`src/rtl/mult16_seq_pkg.sv`:
```
// Shared FSM encoding and iteration limit for the sequential 16x16 multiplier.
package mult16_seq_pkg;

  typedef enum logic [1:0] {
    IDLE = 2'd0,
    RUN  = 2'd1,
    DONE = 2'd2
  } state_t;

  localparam logic [3:0] ITER_MAX = 4'd15;

endpackage

```
`src/rtl/mult16_seq_add16.sv`:
```
// 16-bit ripple-carry adder; the carry out of bit 15 is dropped (16-bit wrap).
module mult16_seq_add16 (
  input  logic [15:0] a,
  input  logic [15:0] b,
  output logic [15:0] sum
);

  always_comb begin
    logic carry;
    carry = 1'b0;
    sum   = 16'd0;
    for (int i = 0; i < 16; i++) begin
      sum[i] = a[i] ^ b[i] ^ carry;
      carry  = (a[i] & b[i]) | (carry & (a[i] ^ b[i]));
    end
  end

endmodule

```
`src/rtl/mult16_seq.sv`:
```
// Iterative shift-and-add multiplier producing the low 16 bits of a*b with a
// start/busy/done handshake.
//
// state | meaning
// IDLE  | waiting for start
// RUN   | one shift-and-add iteration per cycle
// DONE  | product final, done pulses for one cycle
module mult16_seq
  import mult16_seq_pkg::*;
#(
  parameter bit EARLY_EXIT = 1'b1
) (
  input  logic        clk,
  input  logic        reset,
  input  logic        start,
  input  logic [15:0] a,
  input  logic [15:0] b,
  output logic        busy,
  output logic        done,
  output logic [15:0] product
);

  state_t      state, state_nx;
  logic [15:0] acc, mcand, mplier, sum;
  logic [3:0]  count;
  logic        accept;

  mult16_seq_add16 u_add16 (
    .a   (acc),
    .b   (mcand),
    .sum (sum)
  );

  always_comb begin
    state_nx = state;
    busy     = 1'b0;
    done     = 1'b0;
    accept   = 1'b0;
    case (state)
      IDLE: begin
        if (start) begin
          accept   = 1'b1;
          state_nx = RUN;
        end
      end
      RUN: begin
        busy = 1'b1;
        // mplier[15:1] is the multiplier as it will look after this shift
        if (count == ITER_MAX || (EARLY_EXIT && mplier[15:1] == 15'd0)) begin
          state_nx = DONE;
        end
      end
      DONE: begin
        done = 1'b1;
        if (start) begin
          accept   = 1'b1;
          state_nx = RUN;
        end else begin
          state_nx = IDLE;
        end
      end
      default: state_nx = IDLE;
    endcase
  end

  always_ff @(posedge clk) begin
    if (reset) begin
      state  <= IDLE;
      acc    <= 16'd0;
      mcand  <= 16'd0;
      mplier <= 16'd0;
      count  <= 4'd0;
    end else begin
      state <= state_nx;
      if (accept) begin
        acc    <= 16'd0;
        mcand  <= a;
        mplier <= b;
        count  <= 4'd0;
      end else if (state == RUN) begin
        if (mplier[0]) begin
          acc <= sum;
        end
        mcand  <= {mcand[14:0], 1'b0};
        mplier <= {1'b0, mplier[15:1]};
        count  <= count + 4'd1;
      end
    end
  end

  assign product = acc;

endmodule

```
`config.mk`:
```
export PLATFORM = sky130hd
export DESIGN_NAME = mult16_seq
export DESIGN_NICKNAME = d
export VERILOG_FILES = /design/src/rtl/mult16_seq_pkg.sv /design/src/rtl/mult16_seq_add16.sv /design/src/rtl/mult16_seq.sv
export SDC_FILE = /design/constraint.sdc
export NUM_CORES = 1
export LEC_CHECK = 0
export BUFFER_PORTS_ARGS = -buffer_cell sky130_fd_sc_hd__buf_4
export CAP_MARGIN = 5
export CORE_ASPECT_RATIO = 1.25
export CORE_MARGIN = 4
export CORE_UTILIZATION = 45
export DETAILED_ROUTE_END_ITERATION = 8
export GPL_ROUTABILITY_DRIVEN = 1
export PLACE_DENSITY = 0.7
export SYNTH_ARGS = -nofsm -noshare
export SYNTH_HDL_FRONTEND = slang
export SYNTH_SLANG_ARGS = --single-unit
```
`constraint.sdc`:
```
create_clock -name clk -period 6.45 [get_ports clk]
set_clock_uncertainty 0.15 [all_clocks]
set_input_delay 0.9675 -clock clk [delete_from_list [all_inputs] [get_ports clk]]
set_output_delay 0.9675 -clock clk [all_outputs]
set_load 0.05 [all_outputs]
```
# After elaboration in Yosys (flattened, before gate mapping)
# Index checks and enable logic that the tools add are counted.
dict set report op_classes {
  add_sub_neg 1
  eq_ne 5
  n_mux 12
  reduce_logical 8
  n_bitwise 74
}
# op n
set ops {}
lappend ops {{2-to-1 mux 16 bit} 4}
lappend ops {{XOR 1 bit} 31}
lappend ops {{AND 1 bit} 29}
lappend ops {{logical NOT 15 bit} 1}
lappend ops {{bitwise OR 1 bit} 14}
lappend ops {{one-hot mux 2 bit (3 select lines)} 1}
lappend ops {{2-to-1 mux 1 bit} 5}
lappend ops {{adder 4 x 1 -> 4 bit (second input constant)} 1}
lappend ops {{== test 4 bit (second input constant)} 1}
lappend ops {{2-to-1 mux 2 bit} 2}
lappend ops {{inequality test 2 bit (second input constant)} 2}
lappend ops {{AND reduction 2 bit} 2}
lappend ops {{OR reduction 2 bit} 2}
lappend ops {{== test 2 x 1 -> 1 bit (second input constant)} 1}
lappend ops {{== test 2 bit (second input constant)} 1}
lappend ops {{logical NOT 2 bit} 1}
lappend ops {{nonzero test 2 bit} 1}
lappend ops {{logical OR 1 bit} 1}
dict set report word_totals {
  reg_bits 54
}

# Longest topological paths before layout
dict set report depth {
  ltp_word 30
  ltp_mapped 20
  mapped_depth_nobuf 20
}

# By module
# A second synthesis with hierarchy kept.
dict set report unflattened {
  hier_cells 285
  hier_area_um2 2518.7
}
# module seq_area_each_um2 area_per_inst_um2 cells_per_inst instances
set by_module_without_submodules {}
lappend by_module_without_submodules {mult16_seq 1081.0 2183.3 264 1}
lappend by_module_without_submodules {mult16_seq_add16 0.0 335.3 21 1}

# Worst setup path before layout
# Ideal clock, no wire load.
dict set report synth_path {
  path_type {flip-flop to flip-flop}
  from {register acc[0] (netlist: product[0])}
  to {register acc[15] (netlist: product[15])}
  path_stages_with_launch 21
  synth_period_minus_slack_ns 6.677
  t_arrival_ns 6.457
  t_required_ns 6.230
  path_slack_ns -0.227
  setup_ns 0.070
  n_path_buf 0
  path_cell_list {dfxtp_1 > ha_1 > inv_1 > fa_1 > inv_1 > fa_1 > fa_1 > fa_1 > fa_1 > fa_1 > fa_1 > fa_1 > fa_1 > fa_1 > fa_1 > fa_1 > fa_1 > fa_1 > xnor2_1 > or3_1 > a21oi_1}
}
dict set report synth_between {
  elab_chain_len 30
}
# item line
set synth_rtl {}
lappend synth_rtl {{start: declaration} mult16_seq.sv:24} ;# logic [15:0] acc, mcand, mplier, sum;
lappend synth_rtl {{start signal: assignment} mult16_seq.sv:82} ;# acc <= sum;
lappend synth_rtl {{AND 1 bit (2 in series)} mult16_seq_add16.sv:14} ;# carry = (a[i] & b[i]) | (carry & (a[i] ^ b[i]));
lappend synth_rtl {{bitwise OR 1 bit} mult16_seq_add16.sv:14}
lappend synth_rtl {{AND 1 bit} mult16_seq_add16.sv:14}
lappend synth_rtl {{bitwise OR 1 bit} mult16_seq_add16.sv:14}
lappend synth_rtl {{AND 1 bit} mult16_seq_add16.sv:14}
lappend synth_rtl {{bitwise OR 1 bit} mult16_seq_add16.sv:14}
lappend synth_rtl {{AND 1 bit} mult16_seq_add16.sv:14}
lappend synth_rtl {{bitwise OR 1 bit} mult16_seq_add16.sv:14}
lappend synth_rtl {{[13 not listed]} --}
lappend synth_rtl {{bitwise OR 1 bit} mult16_seq_add16.sv:14}
lappend synth_rtl {{AND 1 bit} mult16_seq_add16.sv:14}
lappend synth_rtl {{bitwise OR 1 bit} mult16_seq_add16.sv:14}
lappend synth_rtl {{AND 1 bit} mult16_seq_add16.sv:14}
lappend synth_rtl {{bitwise OR 1 bit} mult16_seq_add16.sv:14}
lappend synth_rtl {{AND 1 bit} mult16_seq_add16.sv:14}
lappend synth_rtl {{bitwise OR 1 bit} mult16_seq_add16.sv:14}
lappend synth_rtl {{XOR 1 bit} mult16_seq_add16.sv:13} ;# sum[i] = a[i] ^ b[i] ^ carry;
# No other way between the ends.
# A chain may end at the register's enable or synchronous reset.

# Worst setup path after layout
# Same ends and word-level chain as after synthesis.

==> out/summary.txt <==
clock sinks: 54
Core Util, Final: 55.6%
maximum VDD drop: 0.116 mV
Row Count: 30
logic gate share of total power: 17.6%
Slew HR: 45.4%
clk root buf: clkbuf_8
pwr dens: 230 nW/µm²
n_diodes: 0
Skew-Pair Late Insertion Delay: 0.30 ns
RSZ-0062 raised after global routing: false
Worst-Margin Slew: 0.819 ns
Overflow after GRT: 0
Hold WC Path Type: reg -> reg
met1 Use GR: 22.5%
maximum root-to-sink buffer count: 2
status: complete, no violations
Critical Path Source Type: flop
worst path cell trace: ha_1 -> inv_1 -> fa_1 -> inv_1 -> fa_2 -> fa_2 -> fa_2 -> fa_1 -> fa_2 -> fa_2 -> fa_2 -> fa_2 -> fa_1 -> fa_2 -> fa_2 -> fa_2 -> fa_2 -> xnor2_1 -> or3_1 -> a21oi_2
First-pass DRT Iterations: 4
FFs w/ async S/R, synth: 0%
Area Overhead vs Synth: 20.4%
Seq cells post-synth: 54
Post-DP HPWL: 3.85 mm
Inserted Clock Buffers: 5
Post-DRT Antenna Nets: 0
endpoints failing hold: 0
largest family of logic cells by synthesized area: simple AND/OR/NAND/NOR gates
Synth Area in Simple Gates: 20.3%
first-pass GRT wire length: 9.45 mm
mux share of post-synthesis cell area: 0%
First DRT Iteration DRCs: 113
GR peak layer: met2
Static Leak: 0.00115 µW
grt met2 use: 29.1%
Synth Area in Compound Gates: 17.6%
gpl congestion: 0.767
CP max stage cell: fa_1
I/O Buffers: 52
CTS tree: yes
Tmin final: 6.26 ns
vias in the first global route: 2042
Avg Cell Area, Syn: 8.78 µm²
crit-path max FO: 2
syn_nets: 335
Most common cell on crit path: fa_2
core area: 5410 µm²
most frequent cells in the layout: nand2_1, buf_4, dfxtp_1, a21oi_1, nand3_1
Synth Area in XOR/XNOR: 1.05%
Clk pwr share: 27.8%
commonest non-fill, non-tap cell in the layout: nand2_1
final setup fails: 0
Via Count: 2149
Cell Int Power: 491 µW
WL/cell: 14.8 µm
Achievable Freq: 160 MHz
Seq pwr share: 54.6%
Switching Fraction: 29.1%
WP data required: 6.52 ns
Crit Path Class: reg -> reg
final WL: 5.77 mm
vias per cell: 5.52
H-tree levels: 2
die width: 74.6 µm
post-route design area: 3000 µm²
Mapped Area: 2490 µm²
initial core utilization: 46.2%
pre-CTS setup slack: -0.192 ns
max-slew violation count: 0
Remaining DRCs: 0
I/O Pins: 53
chip height: 91.3 µm
Final WS setup: 0.194 ns
overall routing resource usage: 17.7%
post-synth cell types: 31
final worst-path cycle share: 97.0%
NumNets Final: 375
Worst path max stage delay: 0.39 ns
Reg clk slew, reported paths: 0.09 ns
initial antenna violation count: 0
Post-DP Area: 2890 µm²
WP data arrival: 6.33 ns
Syn Inst Count: 284
Psw: 202 µW
DIE AREA: 6810 µm²
ratio of cells with drive above 1 in the final layout: 23.7%
largest net degree at the start of global routing: 48
CP top delay family: adder cells
Synthesis Warnings: 0
Fin Setup TNS: 0 ns
post-CTS setup buffer count: 0
CP Buf/Inv Count: 2
Worst setup EP type: flop
max_cap viols: 0
Synth Area in Adders: 12.2%
share of the yosys chip area belonging to registers: 43.3%
number of synthesized flops with an enable pin: 0
Most used DFF post-synth: dfxtp_1
met3 usage: 3.99%
==> Yosys cell counts (all sizes together), types with 3 or more instances <==
cell type,number,area share (%)
nor4,3,0.75
nand2b,3,0.75
nor3,5,1.0
a21oi,33,6.6
a311oi,14,4.9
clkbuf,8,1.3
nand3,18,3.6
dfxtp,54,43
inv,5,0.75
a22oi,14,4.2
buf,15,3.5
nor2,17,2.6
fa,14,11
nand2,60,9.0
==> sequential cells by signal (all words and copies together) (netlist names) <==
signal	flops
mcand	16
mplier	16
product	16
count	4
state	2
==> final timing paths <==
check             start     endpoint  slack [ns]  depth (start not counted)
max          product[0]  product[15]        0.19                         20
min           mplier[0]    mplier[0]        0.34                          2
max reg2reg  product[0]  product[15]        0.19                         20
min reg2reg   mplier[0]    mplier[0]        0.34                          2
==> power groups by stage <==
| stage | logic (µW) | clock network, µW | registers, µW |
|---|---|---|---|
| finish | 122 | 193 | 378 |
| global route | 135 | 211 | 381 |
| CTS | 122 | 198 | 378 |
| detailed placement | 122 | 0 | 385 |
| global placement | 119 | 0 | 385 |
| floorplan | 87.8 | 0 | 382 |
==> per-stage QoR <==
stage | total power, µW | cells | hold WS [ns]
final | 692 | 389 | 0.338
after global routing | 727 | 389 | 0.367
after CTS | 698 | 389 | 0.337
after detailed placement | 507 | 381 | 0.324
after global placement | 504 | 381 | 0.311
after floorplan | 470 | 284 | 0.303
==> layout make-up <==
type	count	area (µm²)
inverter	5	18.8
fill	541	2400
timing repair buffer	56	420
tap	64	80.1
clock buffer	7	86.3
sequential	54	1080
clock inverter	1	5.00
multi-input combinational	202	1310
==> per-layer routing <==
layer	wire length (µm)	share of wire (%)
met1	2460	43
met4	89	1.5
met2	2920	50
met5	0	0
met3	309	5.4
==> logic make-up (layout without fill, tap and decap cells) <==
group                    Yosys count  after routing
adder cells (fa/ha/maj)           16             16
buffers and inverters             28             69
flip-flops                        54             54
AND/OR/NAND/NOR                  115            115
XOR/XNOR                           3              3
AO/OA/AOI/OAI                     68             68
==> timing repair <==
item                                   in CTS  in global routing
gates resized for setup                     5                  5
hold buffers                                0                  0
pin swaps                                   0                  0
endpoints found under the hold margin       0                  0
setup endpoints to repair                   1                  1
==> tightest hold or removal path, delay by kind of cell, from the launching register on <==
family          cells  cell delay (ns)
simple gates        1             0.06
compound gates      1             0.05
flops               1             0.33
Power figures use the tool's default switching activity.
